File: src/rtl/pipeline_pkg.sv
// Shared definitions for the pipeline registers of the 5-stage RISC core.
// Provides the datapath widths and the control bundle layout so that the
// ID/EX, EX/MEM and MEM/WB registers all use the same field order.
package pipeline_pkg;

  localparam int DATA_W = 16;  // ALU result / store data width
  localparam int REG_AW = 3;   // register index width (8 registers)
  localparam int PC_W   = 16;  // carried PC width

  // Control bundle, field order {reg_write, mem_read, mem_write}
  typedef struct packed {
    logic reg_write;
    logic mem_read;
    logic mem_write;
  } ctrl_t;

  localparam int CTRL_W = $bits(ctrl_t);

  // Gate every control bit with the slot's valid flag so a bubble can never
  // cause a register-file or memory side effect downstream.
  function automatic ctrl_t qualify_ctrl(input ctrl_t c, input logic v);
    ctrl_t q;
    q.reg_write = c.reg_write & v;
    q.mem_read  = c.mem_read  & v;
    q.mem_write = c.mem_write & v;
    return q;
  endfunction

endpackage

File: src/rtl/pipe_field_reg.sv
// Generic pipeline field register.
// Ports:
//   clk    - rising-edge clock
//   reset  - synchronous active-high reset, clears q
//   stall  - hold q this cycle
//   flush  - clear q (CLEAR_ON_FLUSH=1) or hold q (CLEAR_ON_FLUSH=0)
//   d      - next value
//   q      - registered value
// Priority: reset > flush > stall > load.
module pipe_field_reg #(
  parameter int W              = 8,
  parameter bit CLEAR_ON_FLUSH = 1'b0
) (
  input  logic         clk,
  input  logic         reset,
  input  logic         stall,
  input  logic         flush,
  input  logic [W-1:0] d,
  output logic [W-1:0] q
);

  // Field storage with reset / flush / stall / load priority
  always_ff @(posedge clk) begin
    if (reset) begin
      q <= {W{1'b0}};
    end else if (flush && CLEAR_ON_FLUSH) begin
      q <= {W{1'b0}};
    end else if (stall || flush) begin
      // A flush on a non-clearing field leaves it untouched: the data is
      // don't-care once the valid/control copy has been cleared.
      q <= q;
    end else begin
      q <= d;
    end
  end

endmodule

File: src/rtl/ex_mem_pipeline_reg.sv
// EX/MEM pipeline register.
// Captures the EX-stage result, store data, destination, PC and control bits
// and presents them to MEM. Also drives the forwarding qualifier and the
// load-use hazard request against the instruction currently in ID/EX.
// Ports:
//   i_clk, i_reset           - clock, synchronous active-high reset
//   i_stall, i_flush         - hold contents / insert bubble
//   i_valid, i_alu_result, i_store_data, i_rd, i_pc,
//   i_reg_write, i_mem_read, i_mem_write - EX-stage instruction
//   i_rs_idex, i_rt_idex     - sources of the ID/EX instruction
//   o_valid .. o_mem_write   - registered MEM-stage view
//   o_fwd_en                 - forwarding qualifier (combinational)
//   o_load_use_hazard        - load-use stall request (combinational)
module ex_mem_pipeline_reg #(
  parameter int DATA_W = pipeline_pkg::DATA_W,
  parameter int REG_AW = pipeline_pkg::REG_AW,
  parameter int PC_W   = pipeline_pkg::PC_W
) (
  input  logic              i_clk,
  input  logic              i_reset,
  input  logic              i_stall,
  input  logic              i_flush,
  input  logic              i_valid,
  input  logic [DATA_W-1:0] i_alu_result,
  input  logic [DATA_W-1:0] i_store_data,
  input  logic [REG_AW-1:0] i_rd,
  input  logic [PC_W-1:0]   i_pc,
  input  logic              i_reg_write,
  input  logic              i_mem_read,
  input  logic              i_mem_write,
  input  logic [REG_AW-1:0] i_rs_idex,
  input  logic [REG_AW-1:0] i_rt_idex,
  output logic              o_valid,
  output logic [DATA_W-1:0] o_alu_result,
  output logic [DATA_W-1:0] o_store_data,
  output logic [REG_AW-1:0] o_rd_exmem,
  output logic [PC_W-1:0]   o_pc,
  output logic              o_reg_write,
  output logic              o_mem_read,
  output logic              o_mem_write,
  output logic              o_fwd_en,
  output logic              o_load_use_hazard
);

  import pipeline_pkg::*;

  localparam int DW = 2 * DATA_W + REG_AW + PC_W;
  localparam int VW = CTRL_W + 1;

  logic [DW-1:0] data_d_s;
  logic [DW-1:0] data_q_r;
  ctrl_t         ctrl_in_s;
  ctrl_t         ctrl_q_r;
  logic          valid_q_r;
  logic [VW-1:0] vc_d_s;
  logic [VW-1:0] vc_q_r;
  logic          rs_match_s;
  logic          rt_match_s;

  assign ctrl_in_s = qualify_ctrl(ctrl_t'({i_reg_write, i_mem_read, i_mem_write}), i_valid);
  assign vc_d_s    = {i_valid, ctrl_in_s};
  assign data_d_s  = {i_alu_result, i_store_data, i_rd, i_pc};

  // Data fields keep their contents on flush; only valid/control are cleared.
  pipe_field_reg #(.W(DW), .CLEAR_ON_FLUSH(1'b0)) u_data_reg (
    .clk   (i_clk),
    .reset (i_reset),
    .stall (i_stall),
    .flush (i_flush),
    .d     (data_d_s),
    .q     (data_q_r)
  );

  pipe_field_reg #(.W(VW), .CLEAR_ON_FLUSH(1'b1)) u_ctrl_reg (
    .clk   (i_clk),
    .reset (i_reset),
    .stall (i_stall),
    .flush (i_flush),
    .d     (vc_d_s),
    .q     (vc_q_r)
  );

  assign {valid_q_r, ctrl_q_r} = vc_q_r;
  assign {o_alu_result, o_store_data, o_rd_exmem, o_pc} = data_q_r;

  assign o_valid     = valid_q_r;
  assign o_reg_write = ctrl_q_r.reg_write;
  assign o_mem_read  = ctrl_q_r.mem_read;
  assign o_mem_write = ctrl_q_r.mem_write;

  // Forwarding qualifier and load-use detection from the held register contents
  always_comb begin
    rs_match_s = 1'b0;
    rt_match_s = 1'b0;
    if (o_rd_exmem == i_rs_idex) begin
      rs_match_s = 1'b1;
    end else begin
      rs_match_s = 1'b0;
    end
    if (o_rd_exmem == i_rt_idex) begin
      rt_match_s = 1'b1;
    end else begin
      rt_match_s = 1'b0;
    end
    // A load's data only exists after MEM, so it must never be forwarded here.
    o_fwd_en          = valid_q_r & ctrl_q_r.reg_write & ~ctrl_q_r.mem_read;
    o_load_use_hazard = valid_q_r & ctrl_q_r.mem_read & (rs_match_s | rt_match_s);
  end

endmodule

File: config.mk
export PLATFORM = sky130hd
export DESIGN_NAME = ex_mem_pipeline_reg
export DESIGN_NICKNAME = d
export VERILOG_FILES = /design/src/rtl/pipeline_pkg.sv /design/src/rtl/pipe_field_reg.sv /design/src/rtl/ex_mem_pipeline_reg.sv
export SDC_FILE = /design/constraint.sdc
export NUM_CORES = 1
export LEC_CHECK = 0
export CORE_ASPECT_RATIO = 0.6
export CORE_MARGIN = 2
export CORE_UTILIZATION = 37
export CTS_CLUSTER_DIAMETER = 150
export DETAILED_ROUTE_END_ITERATION = 8
export PLACE_DENSITY = 0.8
export SKIP_CTS_REPAIR_TIMING = 1
export SLEW_MARGIN = 40
export SYNTH_ARGS = -nofsm -noshare
export SYNTH_HDL_FRONTEND = slang
export SYNTH_SLANG_ARGS = --single-unit
File: constraint.sdc
create_clock -name i_clk -period 1.3 [get_ports i_clk]
set_input_delay 0.13 -clock i_clk [delete_from_list [all_inputs] [get_ports i_clk]]
set_output_delay 0.13 -clock i_clk [all_outputs]
set_load 0.02 [all_outputs]
**Word level (Yosys, flattened, before mapping)**

Index checks and enable logic that the tools add are counted.

- Output and inout port bits: 57
- Flip-flop bits (word level): 55
- Word-level logic and storage cells: 17
- Bits of input ports: 65

- Equal/unequal tests: 2
- Muxes and demuxes: 2
- Reductions and logical operators: 2
- Bitwise operators: 9

Operators by type and width:

| cell | number |
|---|---|
| bitwise AND 1 bit | 7 |
| == test 3 bit | 2 |
| two-way mux 1 bit | 2 |
| OR reduction 2 bit | 1 |
| logical OR 1 bit | 1 |
| inverter 1 bit | 1 |
| OR 1 bit | 1 |

**Longest topological paths before layout**

- Depth in word-level cells: 4
- Depth in mapped cells: 6
- Mapped depth without buffers: 3

**By module**

Synthesis repeated with hierarchy kept, for this count alone.

- Cell total of the unflattened synthesis: 260
- Area, all modules: 2389.8 um^2

By module, submodules not included:

| module | cells an instance | seq. area each (um^2) | times used | area each (um^2) |
|---|---|---|---|---|
| pipe_field_reg (u_data_reg) | 232 | 1021.0 | 1 | 2143.3 |
| pipe_field_reg (u_ctrl_reg) | 13 | 80.1 | 1 | 145.1 |
| ex_mem_pipeline_reg | 15 | 0.0 | 1 | 101.3 |

**Worst setup path before layout**

No wires, ideal clock.

- Path kind: register to output
- From: register u_data_reg.q[16]
- To: output o_load_use_hazard
- Slack: 274 ps
- Buffers on the path: 0
- Stages on the path, launching flop included: 4
- Arrival time: 896 ps
- Data required time: 1170 ps
- Cells stage by stage: dfxtp_1 xnor2_1 nand4_1 nand2_1

- Longest elaborated chain between the ends: 4
- Elaborated cells on any way between the ends: 6
- Those cells by class: eq/ne (2); mux (2); bitwise (2)

Ends and longest elaborated chain:

| what | line | source |
|---|---|---|
| start, declared | pipe_field_reg.sv:19 | `output logic [W-1:0] q` |
| start signal, assigned | pipe_field_reg.sv:25 | `q <= {W{1'b0}};` |
| start signal, assigned | pipe_field_reg.sv:27 | `q <= {W{1'b0}};` |
| start signal, assigned | pipe_field_reg.sv:31 | `q <= q;` |
| == test 3 bit, on equally long branches | ex_mem_pipeline_reg.sv:95, ex_mem_pipeline_reg.sv:100 |  |
| two-way mux 1 bit, on equally long branches | ex_mem_pipeline_reg.sv:95, ex_mem_pipeline_reg.sv:100 |  |
| OR 1 bit * | ex_mem_pipeline_reg.sv:107 | `o_load_use_hazard = valid_q_r & ctrl_q_r.mem_read & (rs_match_s \| rt_match_s);` |
| bitwise AND 1 bit * | ex_mem_pipeline_reg.sv:107 |  |
| end, declared | ex_mem_pipeline_reg.sv:42 | `output logic o_load_use_hazard` |

Every way passes the cells marked *; elsewhere a longest branch is shown, timed or not.

**Worst setup path after layout**

- From: register u_data_reg.q[18]
- To: output o_load_use_hazard

Same word-level chain as after synthesis.

==> qor.csv <==
metric,value,unit
outcome,"complete, but fails checks",
violations in the final reports,negative setup slack,
multi-input gate area in the final layout,800,um2
TritonCTS clock tree,done,
detailed-route wire length per cell,13.4,um
setup slack of the worst register-to-register path,520,ps
portion of the post-synthesis area used by sequential elements,54.7,%
length of the first detailed-routing pass in iterations,4,
min setup slack post-route,-20.5,ps
worst-case headroom to the max-slew limit,80.9,%
Max stage delay on crit path,360,ps
Worst VDD drop,0.520,mV
initial antenna violation count,0,
average footprint of a synthesized cell,8.08,um2
number of buffers on the longest clock path,2,
R2R Path Start,u_ctrl_reg.q[1],
total negative slack for setup checks,-20.5,ps
async set-or-reset flop fraction in the synthesized netlist,0,%
largest fanout of any net on the critical path,3,
Power per Cell Area,971,nW/um2
start-to-end type of the worst setup path,flop to output port,
"commonest non-fill, non-tap cell in the layout",sky130_fd_sc_hd__nand2_1,
final worst-path cycle share,102,%
highest-count cells in the layout ignoring fill and taps,"sky130_fd_sc_hd__nand2_1 (104), sky130_fd_sc_hd__clkdlybuf4s50_1 (63), sky130_fd_sc_hd__dlymetal6s2s_1 (56), sky130_fd_sc_hd__a21oi_1 (52), sky130_fd_sc_hd__dfxtp_1 (50)",
antenna-violating nets left,0,
leakage component of the power,0.00221,uW
startpoint type of the worst setup path,flop,
synthesized flop and latch total,55,
number of standard-cell rows in the floorplan,20,
clock insertion delay at the later pin of the skew report,300,ps
Worst Max-Slew Pin Slew,286,ps
initial drt markers,70,
"worst slack, placed",-331,ps
Detail Placement HPWL,4.24,mm
DR vias/cell,4.67,
Hold Path Stages,2,
Root Driver,sky130_fd_sc_hd__clkbuf_8,
area inside the core boundary,5150,um2
ys flop type,sky130_fd_sc_hd__dfxtp_1,
count of buffers from port buffering,121,
data required time at the worst endpoint,1170,ps
total clock sinks,55,
Hold Crit Start,i_reset,
nature of the critical path endpoint,output port,
number of nets produced by synthesis,314,
Area Overhead vs Synth,77.9,%
worst-path cell with the longest stage delay,sky130_fd_sc_hd__dfxtp_2,
count of maximum capacitance violations,0,
classification of the worst-slack hold path,input port to flop,
cell types with the largest area share after synthesis,"sky130_fd_sc_hd__dfxtp_1 (55%), sky130_fd_sc_hd__nand2_1 (19%), sky130_fd_sc_hd__a21oi_1 (13%)",
number of flops mapped to enable cells by yosys,0,
overall die area,6060,um2
first-pass GRT wire length,8.72,mm
unrepaired setup endpoints after global routing,true,
portion of synthesized cell area occupied by the leading cell type,54.7,%
effective utilization at floorplan,39.0,%
count of final hold-check violations,0,
layout cell share with drive strength beyond 1,8.29,%
post-synthesis instance total,249,
Hold EP,u_data_reg.q[18],
die width,99.2,um
number of buffer and inverter stages on the critical path,1,
CP arrival,1190,ps
area taken by flip-flops and latches,1110,um2
CTS clock-pin slew for the worst setup and hold paths,90,ps
largest net degree at the start of global routing,38,
overall routed net length,5.88,mm
total grt overflow,0,
number of antenna cells inserted,0,
vias in the first global route,1890,
core occupancy in the finished layout,69.4,%
gate family responsible for the most delay along the worst path,flip-flops,
post-synthesis cell type count,20,
H-tree level count,2,
max-slew violations,0,
Highest Clock Rate,0.757,GHz
worst-case reg-to-reg path depth,3,
clock tree skew after final layout,0,ps
Post-Synthesis Cell Area,2010,um2
cell-by-cell trace of the critical path,xnor2_1 > nand4_1 > nand2_1 > buf_4,
cell type with the highest aggregate area in the netlist,sky130_fd_sc_hd__dfxtp_1,
setup violation total in the final timing report,1,
number of vias in the routed layout,2056,
endpoint of the worst-slack reg-to-reg timing path,u_ctrl_reg.q[1],
time the worst path needs with I/O delays and setup,1320,ps
ports placed on the boundary,122,
post-detailed-route DRC marker count,0,
number of buffers created by CTS,5,
RePlAce Congestion,0.787,
post-route cell area,3580,um2
NumNets Final,438,
GRT Util Overall,18.6,%
cell area after placement,3330,um2
Yosys warning count,0,
Die Y-Extent,61.1,um
Fill cells,406,
[state kept, by name, indices dropped and copies added, names as in the netlist]
name / flops
u_ctrl_reg.q: 4
u_data_reg.q: 51
[metal layers]
metal / vias up / global-route usage [%] / wire length [um]
li1: 1048 / - / -
met1: 922 / 23.6 / 2600
met2: 81 / 29.2 / 2600
met3: 5 / 8.29 / 638
met4: 0 / 5.28 / 31
met5: - / 0 / 0
[report_power, final]
group / leakage (uW) / internal (uW) / switching (uW)
combinational: 0.00171 / 370 / 296
sequential: 0.000452 / 1760 / 37.8
clock: 0.0000505 / 485 / 527
[cells in the mapped netlist (2+ instances only)]
master,number
sky130_fd_sc_hd__a21oi_1,52
sky130_fd_sc_hd__a22oi_1,2
sky130_fd_sc_hd__buf_2,5
sky130_fd_sc_hd__buf_6,5
sky130_fd_sc_hd__clkbuf_1,5
sky130_fd_sc_hd__dfxtp_1,55
sky130_fd_sc_hd__nand2_1,104
sky130_fd_sc_hd__nand4_1,2
sky130_fd_sc_hd__nor3_1,3
sky130_fd_sc_hd__xnor2_1,6
[worst register-to-register path, cell delays in order (launching register included)]
cell	delay, ps
sky130_fd_sc_hd__dfxtp_2	340
sky130_fd_sc_hd__buf_4	120
sky130_fd_sc_hd__a22oi_1	150
sky130_fd_sc_hd__nor3_1	60
[through the flow]
stage / std cells / hold WS, ps / power [uW]
floorplan: 249 / 208 / 2110
global placement: 432 / 436 / 2510
detailed placement: 432 / 445 / 2520
CTS: 440 / 109 / 3530
global route: 440 / 119 / 3660
finish: 440 / 116 / 3470
[cell type report]
type | count | area share [%]
clock inverters | 1 | 0.210
repair buffers | 135 | 41.5
flip-flops and latches | 55 | 30.9
well taps | 66 | 2.31
clock buffers | 7 | 2.69
multi-input cells | 176 | 22.3
[how the worst max path moves through the flow]
| stage | endpoint | from | cells after the start |
|---|---|---|---|
| floorplan | o_load_use_hazard | u_data_reg.q[16] | 3 |
| global placement | o_load_use_hazard | i_rs_idex[0] | 5 |
| detailed placement | o_load_use_hazard | i_rs_idex[1] | 5 |
| CTS | o_load_use_hazard | u_data_reg.q[18] | 4 |
| global route | o_load_use_hazard | u_data_reg.q[18] | 4 |
| finish | o_load_use_hazard | u_data_reg.q[18] | 4 |
[logic make-up after synthesis]
logic type / count (synthesis) / share of synthesized area, %
AO/OA/AOI/OAI: 55 / 14.1
XOR/XNOR: 6 / 2.61
buffers and inverters: 18 / 5.78
flip-flops: 55 / 54.7
AND/OR/NAND/NOR: 115 / 22.8
Power figures use the tool's default switching activity.
